[src/rtl/tag_lookup_pkg.sv]
// Shared types and constants for the tag lookup controller: FSM encoding and RAM word layout.
// The INIT state exists only when TAG_LOOKUP_INIT_EN is defined.
package tag_lookup_pkg;

`ifdef TAG_LOOKUP_INIT_EN
  typedef enum logic [2:0] {
    ST_INIT  = 3'd0,
    ST_IDLE  = 3'd1,
    ST_READ  = 3'd2,
    ST_CMP   = 3'd3,
    ST_WRITE = 3'd4
  } state_t;
`else
  typedef enum logic [2:0] {
    ST_IDLE  = 3'd1,
    ST_READ  = 3'd2,
    ST_CMP   = 3'd3,
    ST_WRITE = 3'd4
  } state_t;
`endif

  localparam int DEF_AWIDTH = 3;
  localparam int DEF_DWIDTH = 14;
  localparam int VALID_BIT  = DEF_DWIDTH - 1;
  localparam int TAG_W      = DEF_DWIDTH - 1;

  // Valid flag sits in the MSB; the tag fills everything below it.
  function automatic int valid_bit_of(input int dwidth);
    return dwidth - 1;
  endfunction

endpackage

[src/rtl/tag_lookup_ctrl_if.sv]
// Request, response and tag-RAM signals of the tag lookup controller.
// slave = controller side, master = requester / RAM owner side.
interface tag_lookup_ctrl_if #(
  parameter int AWIDTH = 3,
  parameter int DWIDTH = 14
);
  logic              req_valid;
  logic              req_ready;
  logic              req_inv;
  logic              req_alloc;
  logic [AWIDTH-1:0] req_index;
  logic [DWIDTH-2:0] req_tag;
  logic              rsp_valid;
  logic              rsp_hit;
  logic [AWIDTH-1:0] ram_addr;
  logic [DWIDTH-1:0] ram_din;
  logic              ram_we;
  logic [DWIDTH-1:0] ram_dout;

  modport slave (
    input  req_valid, req_inv, req_alloc, req_index, req_tag, ram_dout,
    output req_ready, rsp_valid, rsp_hit, ram_addr, ram_din, ram_we
  );

  modport master (
    output req_valid, req_inv, req_alloc, req_index, req_tag, ram_dout,
    input  req_ready, rsp_valid, rsp_hit, ram_addr, ram_din, ram_we
  );
endinterface

[src/rtl/tag_lookup_ctrl.sv]
// Tag lookup/allocate/invalidate over an external 1-cycle-read RAM; lookup rsp 2 cycles after accept, invalidate 1.
// One request at a time (req_ready only in IDLE); TAG_LOOKUP_INIT_EN adds a RAM-clearing INIT pass after reset.
module tag_lookup_ctrl
  import tag_lookup_pkg::*;
#(
  parameter int AWIDTH = DEF_AWIDTH,
  parameter int DWIDTH = DEF_DWIDTH
) (
  input  logic              clock,
  input  logic              reset_n,
  tag_lookup_ctrl_if.slave  bus
);

  localparam int TW    = valid_bit_of(DWIDTH);
  localparam int DEPTH = 1 << AWIDTH;

`ifdef TAG_LOOKUP_INIT_EN
  localparam state_t RST_STATE = ST_INIT;
  logic [AWIDTH-1:0] init_cnt;
`else
  localparam state_t RST_STATE = ST_IDLE;
`endif

  state_t            state, state_nx;
  logic [AWIDTH-1:0] idx_q;
  logic [TW-1:0]     tag_q;
  logic              inv_q;
  logic              alloc_q;
  logic              rsp_valid_q;
  logic              rsp_hit_q;
  logic              rdy_c;
  logic              we_c;
  logic [AWIDTH-1:0] addr_c;
  logic [DWIDTH-1:0] din_c;
  logic              accept;
  logic              hit;

  assign accept = bus.req_valid && rdy_c;
  assign hit    = bus.ram_dout[DWIDTH-1] && (bus.ram_dout[TW-1:0] == tag_q);

  always_ff @(posedge clock or negedge reset_n) begin
    if (!reset_n) state <= RST_STATE;
    else          state <= state_nx;
  end

  always_ff @(posedge clock or negedge reset_n) begin
    if (!reset_n) begin
      idx_q   <= '0;
      tag_q   <= '0;
      inv_q   <= 1'b0;
      alloc_q <= 1'b0;
    end else if (accept) begin
      idx_q   <= bus.req_index;
      tag_q   <= bus.req_tag;
      inv_q   <= bus.req_inv;
      alloc_q <= bus.req_alloc;
    end
  end

  // Response strobes on the edge that leaves CMP, or WRITE when invalidating.
  always_ff @(posedge clock or negedge reset_n) begin
    if (!reset_n) begin
      rsp_valid_q <= 1'b0;
      rsp_hit_q   <= 1'b0;
    end else begin
      rsp_valid_q <= 1'b0;
      rsp_hit_q   <= 1'b0;
      if (state == ST_CMP) begin
        rsp_valid_q <= 1'b1;
        rsp_hit_q   <= hit;
      end else if (state == ST_WRITE && inv_q) begin
        rsp_valid_q <= 1'b1;
      end
    end
  end

`ifdef TAG_LOOKUP_INIT_EN
  always_ff @(posedge clock or negedge reset_n) begin
    if (!reset_n)               init_cnt <= '0;
    else if (state == ST_INIT)  init_cnt <= init_cnt + 1'b1;
  end
`endif

  always_comb begin
    state_nx = state;
    rdy_c    = 1'b0;
    we_c     = 1'b0;
    addr_c   = '0;
    din_c    = '0;
    case (state)
`ifdef TAG_LOOKUP_INIT_EN
      ST_INIT: begin
        we_c   = 1'b1;
        addr_c = init_cnt;
        if (init_cnt == AWIDTH'(DEPTH - 1)) state_nx = ST_IDLE;
      end
`endif
      ST_IDLE: begin
        rdy_c = 1'b1;
        if (bus.req_valid) state_nx = bus.req_inv ? ST_WRITE : ST_READ;
      end
      ST_READ: begin
        addr_c   = idx_q;
        state_nx = ST_CMP;
      end
      ST_CMP: begin
        addr_c   = idx_q;
        state_nx = (!hit && alloc_q) ? ST_WRITE : ST_IDLE;
      end
      ST_WRITE: begin
        we_c     = 1'b1;
        addr_c   = idx_q;
        din_c    = inv_q ? '0 : {1'b1, tag_q};
        state_nx = ST_IDLE;
      end
      default: state_nx = RST_STATE;
    endcase
  end

  // Gating with reset_n forces every output low while reset is held and drops ram_we at once.
  assign bus.req_ready = rdy_c & reset_n;
  assign bus.ram_we    = we_c & reset_n;
  assign bus.ram_addr  = addr_c & {AWIDTH{reset_n}};
  assign bus.ram_din   = din_c & {DWIDTH{reset_n}};
  assign bus.rsp_valid = rsp_valid_q;
  assign bus.rsp_hit   = rsp_hit_q;

endmodule

[src/flat_wrapper.sv]
// flat-port wrapper written by rule: the top's interface ports become plain ports
module tag_lookup_ctrl_flat import tag_lookup_pkg::*;
#(
  parameter int AWIDTH = DEF_AWIDTH,
  parameter int DWIDTH = DEF_DWIDTH
)
  (clock, reset_n, bus_req_valid, bus_req_inv, bus_req_alloc, bus_req_index, bus_req_tag, bus_ram_dout, bus_req_ready, bus_rsp_valid, bus_rsp_hit, bus_ram_addr, bus_ram_din, bus_ram_we);
  tag_lookup_ctrl_if #(.AWIDTH(AWIDTH), .DWIDTH(DWIDTH)) bus_i ();
  input  logic clock;
  input  logic reset_n;
  input wire logic [$bits(bus_i.req_valid)-1:0] bus_req_valid;
  input wire logic [$bits(bus_i.req_inv)-1:0] bus_req_inv;
  input wire logic [$bits(bus_i.req_alloc)-1:0] bus_req_alloc;
  input wire logic [$bits(bus_i.req_index)-1:0] bus_req_index;
  input wire logic [$bits(bus_i.req_tag)-1:0] bus_req_tag;
  input wire logic [$bits(bus_i.ram_dout)-1:0] bus_ram_dout;
  output wire logic [$bits(bus_i.req_ready)-1:0] bus_req_ready;
  output wire logic [$bits(bus_i.rsp_valid)-1:0] bus_rsp_valid;
  output wire logic [$bits(bus_i.rsp_hit)-1:0] bus_rsp_hit;
  output wire logic [$bits(bus_i.ram_addr)-1:0] bus_ram_addr;
  output wire logic [$bits(bus_i.ram_din)-1:0] bus_ram_din;
  output wire logic [$bits(bus_i.ram_we)-1:0] bus_ram_we;
  assign bus_i.req_valid = bus_req_valid;
  assign bus_i.req_inv = bus_req_inv;
  assign bus_i.req_alloc = bus_req_alloc;
  assign bus_i.req_index = bus_req_index;
  assign bus_i.req_tag = bus_req_tag;
  assign bus_i.ram_dout = bus_ram_dout;
  assign bus_req_ready = bus_i.req_ready;
  assign bus_rsp_valid = bus_i.rsp_valid;
  assign bus_rsp_hit = bus_i.rsp_hit;
  assign bus_ram_addr = bus_i.ram_addr;
  assign bus_ram_din = bus_i.ram_din;
  assign bus_ram_we = bus_i.ram_we;
  tag_lookup_ctrl #(.AWIDTH(AWIDTH), .DWIDTH(DWIDTH)) u_core (.clock(clock), .reset_n(reset_n), .bus(bus_i));
endmodule
[config.mk]
export PLATFORM = sky130hd
export DESIGN_NAME = tag_lookup_ctrl_flat
export DESIGN_NICKNAME = d
export VERILOG_FILES = /design/src/rtl/tag_lookup_pkg.sv /design/src/rtl/tag_lookup_ctrl_if.sv /design/src/rtl/tag_lookup_ctrl.sv /design/src/flat_wrapper.sv
export SDC_FILE = /design/constraint.sdc
export NUM_CORES = 1
export LEC_CHECK = 0
export CAP_MARGIN = 20
export CORE_ASPECT_RATIO = 0.5
export CORE_UTILIZATION = 36
export DETAILED_ROUTE_END_ITERATION = 6
export HOLD_SLACK_MARGIN = 0.05
export PLACE_DENSITY = 0.75
export SLEW_MARGIN = 20
export SYNTH_ARGS = -nofsm -noshare
export SYNTH_HDL_FRONTEND = slang
export SYNTH_SLANG_ARGS = --single-unit
[constraint.sdc]
create_clock -name clock -period 1.6 [get_ports clock]
set_clock_uncertainty 0.2 [all_clocks]
set_input_delay 0.24 -clock clock [delete_from_list [all_inputs] [get_ports clock]]
set_output_delay 0.24 -clock clock [all_outputs]
set_load 0.02 [all_outputs]
==> flow_metrics.env, run 1 <==
export IMPL_syn_num_nets=136
export IMPL_drc=0
export IMPL_path_buf_inv=4
export IMPL_dieWidth_um=83.3
export IMPL_final_setup_tns_ns=-11.86
export IMPL_cts_root_buf="clkbuf_8"
export IMPL_grt_max_degree=22
export IMPL_yosys_area_top_type_share_pct=46.3
export IMPL_dieArea_um2=3550
export IMPL_slew_headroom_pct=80.9
export IMPL_area_growth_pct=89.5
export IMPL_firstDrtPassIters=4
export IMPL_rsz0062_at_grt="true"
export IMPL_synth_area_leaders="dfrtp_1 (46%), mux2_2 (17%), xnor2_1 (9.6%)"
export IMPL_dp_worst_setup_slack_ns=-0.835
export IMPL_vias_per_cell=4.63
export IMPL_holdBufCountCts=0
export IMPL_ys_seq_elements=23
export IMPL_ys_top_cells_by_count="dfrtp_1 (22), mux2_2 (18), xnor2_1 (13)"
export IMPL_path_common_cell="buf_12"
export IMPL_ant_nets=0
export IMPL_diodes=0
export IMPL_outcome="finished with violations"
export IMPL_antenna_found_initial=0
export IMPL_portBuffers=55
export IMPL_die_y_um=42.6
export IMPL_fp_row_count=14
export IMPL_core_region_area_um2=3070
export IMPL_synth_edf_count=0
export IMPL_post_route_min_period_ns=1.98
export IMPL_nFillCells=203
export IMPL_initial_core_util_pct=38.8
export IMPL_syn_area_um2=1190
export IMPL_hpwl_um=2310
export IMPL_slowest_stage="dfstp_2"
export IMPL_cts_htree_levels=1
export IMPL_worst_pin_slew_ns=0.286
export IMPL_cts_tree="built"
export IMPL_crit_required_ns=1.16
export IMPL_drt_iter0_markers=20
export IMPL_startpoint_type="flop"
export IMPL_grt_overflow=0
export IMPL_end_kind="output pin"
export IMPL_post_drt_wl_per_cell_um=14.8
export IMPL_synth_distinct_cells=26
export IMPL_min_path_type="input pin to asynchronous set/reset pin"
export IMPL_ys_warn_count=0
export IMPL_ys_flop_type="dfrtp_1"
export IMPL_grt_pass1_wl_um=5460
export IMPL_pwr_density_cell_nw_per_um2=1400
export IMPL_timing_hold_violations_final=0
export IMPL_synthArstFlopShare_pct=100
export IMPL_cts_buffer_depth=2
export IMPL_clk_transition_reported_paths_ns=0.08
export IMPL_nNetsFinal=221
export IMPL_totalWireLength_um=3340
export IMPL_synth_top_area_cell="dfrtp_1"
export IMPL_ir_drop_uv=894
export IMPL_grt_use_total_pct=20.3
export IMPL_io_pins=56
export IMPL_cts_buffers=3
export IMPL_finalCritPeriodShare_pct=123
export IMPL_crit_fanout=7
export IMPL_gp_congestion=0.816
export IMPL_slew_violations=0
export IMPL_route_vias_total=1042
export IMPL_fin_ws_ns=-0.376
export IMPL_syn_avg_cell_area_um2=11.8
export IMPL_slowest_delay_ns=0.54
export IMPL_path_cells="inv_2, nand2_4, nor3_4, buf_12, buf_12, and2_4, buf_6"
export IMPL_leakagePower_nw=1.00
export IMPL_setup_viol=40
export IMPL_grt_pass1_vias=1174
export IMPL_drive_above_1_share_pct=51.9
export IMPL_critPathKind="flop to output pin"
export IMPL_worst_ep_arrival_time_ns=1.54
export IMPL_synthMostInstantiatedCell="dfrtp_1"
export IMPL_syn_instance_count=101
export IMPL_violations="setup timing"
export IMPL_crit_family="flip-flops"
export IMPL_cap_violations=0
export IMPL_fmax_mhz=506
export IMPL_clk_latency_ns=0.26
export IMPL_ys_seq_area_share_pct=48.5
export IMPL_clock_sinks=23
## worst reg2reg max path: cells and delay by family (launching register included)
kind	cells	cell delay, ns
and+or+nand+nor	2	0.50
DFF	1	0.42
buffers and inverters	2	0.38
muxes	1	0.36
## state kept, by name (all words and copies together) (netlist names)
register	cells
u_core.inv_q	1
u_core.idx_q	3
u_core.bus.rsp_hit	1
u_core.alloc_q	1
u_core.bus.rsp_valid	1
u_core.state	3
u_core.tag_q	13
## timing repair
item,in CTS,in global routing
setup buffers,5,4
pin swaps,9,2
endpoints found under the setup margin,42,41
cloned,2,0
resized for setup,122,23
## cells by family after synthesis
| group | after synthesis | synth area share (%) |
|---|---|---|
| simple gates | 36 | 17.8 |
| flops | 23 | 48.5 |
| mux | 19 | 17.9 |
| xor+xnor | 13 | 9.58 |
| compound gates | 5 | 3.47 |
| buf+inv | 5 | 2.74 |
## stage by stage
| stage | utilization, % | std cells | area, µm² | power [mW] | hold slack [ns] |
|---|---|---|---|---|---|
| after floorplan | - | 101 | 1280 | 1.97 | -0.256 |
| after global placement | 65.6 | 213 | 2010 | 2.50 | 0.285 |
| after detailed placement | 65.6 | 213 | 2010 | 2.56 | 0.294 |
| after CTS | 71.4 | 224 | 2190 | 3.05 | 0.128 |
| after global routing | 73.5 | 225 | 2250 | 3.35 | 0.153 |
| final | 73.5 | 225 | 2250 | 3.16 | 0.130 |
## worst paths after layout
| path | depth (start not counted) | from | slack, ns | end |
|---|---|---|---|---|
| min in group clock | 1 | u_core.alloc_q$_DFFE_PN0P_ | 0.32 | u_core.state[0]$_DFFE_PN1P_ |
| setup / recovery | 7 | u_core.state[0]$_DFFE_PN1P_ | -0.38 | bus_ram_din[2] |
| setup reg to reg | 5 | u_core.state[2]$_DFFE_PN0P_ | -0.36 | u_core.tag_q[8]$_DFFE_PN0P_ |
| hold / removal | 2 | reset_n | 0.13 | u_core.idx_q[2]$_DFFE_PN0P_ |
| hold reg to reg | 1 | u_core.alloc_q$_DFFE_PN0P_ | 0.32 | u_core.state[0]$_DFFE_PN1P_ |
| max in group asynchronous | 3 | reset_n | 0.55 | u_core.state[0]$_DFFE_PN1P_ |
## where the power goes
part / switching (mW) / leakage (nW) / internal [mW] / total (mW)
registers: 0.219 / 0.275 / 0.868 / 1.09
logic: 0.649 / 0.706 / 1.06 / 1.71
clock network: 0.187 / 0.0228 / 0.178 / 0.365
## final cells by class
type                            instances  area, µm²  share of cell area, %
Sequential cell                        23        577                   25.6
Inverter                                1       3.75                  0.167
Tap cell                               40       50.0                   2.22
Clock buffer                            4       45.0                   2.00
Timing Repair Buffer                   84        851                   37.8
Multi-Input combinational cell         73        726                   32.2
## layer usage
metal / wire, µm / vias to the layer above / track usage (%)
met5: 0 / - / 0
met2: 1810 / 17 / 37.9
li1: - / 512 / -
met4: 14 / 0 / 4.14
met3: 89 / 2 / 4.33
met1: 1430 / 511 / 24.5
## placed cells by master (no fill, tap or decap), types with 2 or more instances in the layout
cell	instances
nand2_1	2
buf_4	21
mux2_4	9
and3_4	2
dlygate4sd2_1	4
buf_6	24
clkdlybuf4s50_1	32
mux2_2	9
and2_4	13
nand2b_1	2
nand4_1	3
dfrtp_1	22
buf_12	2
xnor2_1	13
clkbuf_8	3
nor2_4	2
nor2_1	4
(Power assumes the default switching activity.)
==> run 2, diff against run 1 <==
--- a/config.mk
+++ b/config.mk
@@ -6,11 +6,13 @@
 export NUM_CORES = 1
 export LEC_CHECK = 0
 export CAP_MARGIN = 20
+export CELL_PAD_IN_SITES_DETAIL_PLACEMENT = 1
+export CELL_PAD_IN_SITES_GLOBAL_PLACEMENT = 2
 export CORE_ASPECT_RATIO = 0.5
-export CORE_UTILIZATION = 36
+export CORE_UTILIZATION = 22
 export DETAILED_ROUTE_END_ITERATION = 6
 export HOLD_SLACK_MARGIN = 0.05
-export PLACE_DENSITY = 0.75
+export PLACE_DENSITY_LB_ADDON = 0.1
 export SLEW_MARGIN = 20
 export SYNTH_ARGS = -nofsm -noshare
 export SYNTH_HDL_FRONTEND = slang
==> flow_metrics.env, run 2 (synthesized netlist as in run 1, its figures left out) <==
export IMPL_slowest_stage="dfrtp_1"
export IMPL_finalPower_mw=3.64
export IMPL_slowest_delay_ns=0.44
export IMPL_portBuffers=55
export IMPL_cts_htree_levels=1
export IMPL_drt_iter0_markers=20
export IMPL_io_pins=56
export IMPL_slew_headroom_pct=81.2
export IMPL_initial_core_util_pct=23.5
export IMPL_drive_above_1_share_pct=55.2
export IMPL_crit_required_ns=1.16
export IMPL_top_regs="u_core.tag_q (13), u_core.idx_q (3), u_core.state (3)"
export IMPL_drc=0
export IMPL_post_route_min_period_ns=1.91
export IMPL_hpwl_um=2660
export IMPL_leakagePower_nw=1.09
export IMPL_dieArea_um2=5720
export IMPL_worst_pin_slew_ns=0.282
export IMPL_slew_violations=0
export IMPL_fin_area_um2=2430
export IMPL_totalWireLength_um=4080
export IMPL_hold_slack_ns=0.110
export IMPL_setup_viol=39
export IMPL_route_vias_total=1084
export IMPL_worst_ep_arrival_time_ns=1.47
export IMPL_timing_hold_violations_final=0
export IMPL_final_common_cell="clkdlybuf4s50_1"
export IMPL_area_growth_pct=104
export IMPL_clock_sinks=23
export IMPL_cts_root_buf="clkbuf_8"
export IMPL_layout_common_cells="clkdlybuf4s50_1 (31), buf_6 (29), dfrtp_1 (22), buf_4 (20), mux2_4 (18)"
export IMPL_outcome="finished with violations"
export IMPL_gp_congestion=0.724
export IMPL_critPathKind="flop to output pin"
export IMPL_nNetsFinal=228
export IMPL_grt_use_total_pct=13.8
export IMPL_nFillCells=549
export IMPL_path_common_cell="buf_6"
export IMPL_grt_pass1_wl_um=5660
export IMPL_diodes=0
export IMPL_cap_violations=0
export IMPL_clk_latency_ns=0.27
export IMPL_grt_max_degree=22
export IMPL_fin_ws_ns=-0.310
export IMPL_path_cells="nand2b_4, nor3_4, buf_6, and2_4, buf_6"
export IMPL_end_kind="output pin"
export IMPL_violations="setup timing"
export IMPL_clk_transition_reported_paths_ns=0.09
export IMPL_placed_cell_area_um2=2040
export IMPL_dieWidth_um=106
export IMPL_startpoint_type="flop"
export IMPL_core_region_area_um2=5070
export IMPL_pwr_density_cell_nw_per_um2=1500
export IMPL_cts_buffer_depth=2
export IMPL_largest_reg_flops=13
export IMPL_ir_drop_uv=515
export IMPL_grt_overflow=0
export IMPL_grt_pass1_vias=1158
export IMPL_fmax_mhz=524
export IMPL_crit_fanout=7
export IMPL_dp_worst_setup_slack_ns=-0.840
export IMPL_finalCritPeriodShare_pct=119
export IMPL_top_register="u_core.tag_q"
export IMPL_fp_row_count=18
export IMPL_die_y_um=54.0
export IMPL_cts_buffers=3
export IMPL_post_drt_wl_per_cell_um=15.6
export IMPL_firstDrtPassIters=4
export IMPL_min_path_type="input pin to asynchronous set/reset pin"
export IMPL_antenna_found_initial=0
export IMPL_cts_tree="built"
export IMPL_vias_per_cell=4.14
export IMPL_rsz0062_at_grt="true"
export IMPL_ant_nets=0
run 2: cell count changes in the layout (fill, tap and decap cells not counted), moves of 2 or more:
| cell | change |
|---|---|
| buf_6 | +5 |
| clkbuf_16 | +2 |
| mux2_2 | -9 |
| mux2_4 | +9 |
run 2: layer usage:
metal  track usage (%)  part of all wire, %
met1              17.2                   48
met2              24.1                   47
met3              4.12                  3.8
met4              3.47                 0.66
met5                 0                    0
run 2: worst paths after layout:
| path | startpoint | end | slack, ns | cells past startpoint |
|---|---|---|---|---|
| setup / recovery | u_core.state[1]$_DFFE_PN0P_ | bus_ram_din[12] | -0.31 | 5 |
| hold / removal | reset_n | u_core.tag_q[3]$_DFFE_PN0P_ | 0.11 | 3 |
| setup reg to reg | u_core.state[2]$_DFFE_PN0P_ | u_core.tag_q[0]$_DFFE_PN0P_ | -0.30 | 6 |
| hold reg to reg | u_core.idx_q[2]$_DFFE_PN0P_ | u_core.idx_q[2]$_DFFE_PN0P_ | 0.32 | 1 |
| max in group asynchronous | reset_n | u_core.idx_q[1]$_DFFE_PN0P_ | 0.60 | 3 |
| min in group clock | u_core.idx_q[2]$_DFFE_PN0P_ | u_core.idx_q[2]$_DFFE_PN0P_ | 0.32 | 1 |
run 2: area by class of cell:
| class | instances | area (µm²) | area share, % |
|---|---|---|---|
| clock buffers | 3 | 41.3 | 1.70 |
| clock inverters | 1 | 5.00 | 0.206 |
| inverters | 1 | 3.75 | 0.155 |
| multi-input cells | 73 | 783 | 32.3 |
| flip-flops and latches | 23 | 577 | 23.8 |
| well taps | 70 | 87.6 | 3.61 |
| repair buffers | 91 | 931 | 38.3 |
run 2: where the power goes:
group          switching (mW)  internal (mW)  leakage (nW)
sequential              0.227          0.867         0.275
clock                   0.203          0.175        0.0255
combinational           0.777           1.39         0.791
total                    1.21           2.43          1.09
run 2: critical path, delay by kind of cell, from the launching register on:
| family | cells | cell delay [ns] |
|---|---|---|
| AND/OR/NAND/NOR | 3 | 0.48 |
| flip-flops | 1 | 0.44 |
| buffers and inverters | 2 | 0.28 |
run 2: what timing repair did:
item                                   CTS  global route
setup endpoints to repair               42            41
hold buffers                             1             0
endpoints found under the hold margin    2             0
buffers inserted                         8             8
resized for setup                      128            34
cloned                                   1             3
pin swaps                               16             9
run 2: per-stage QoR:
stage          instances  TNS [ns]  utilization, %
2_1_floorplan        101     -1.52               -
3_3_place_gp         241    -19.06            40.3
3_5_place_dp         241    -20.01            40.3
4_1_cts              255    -12.76            44.1
5_1_grt              262    -12.95            47.9
6_report             262    -10.65            47.9
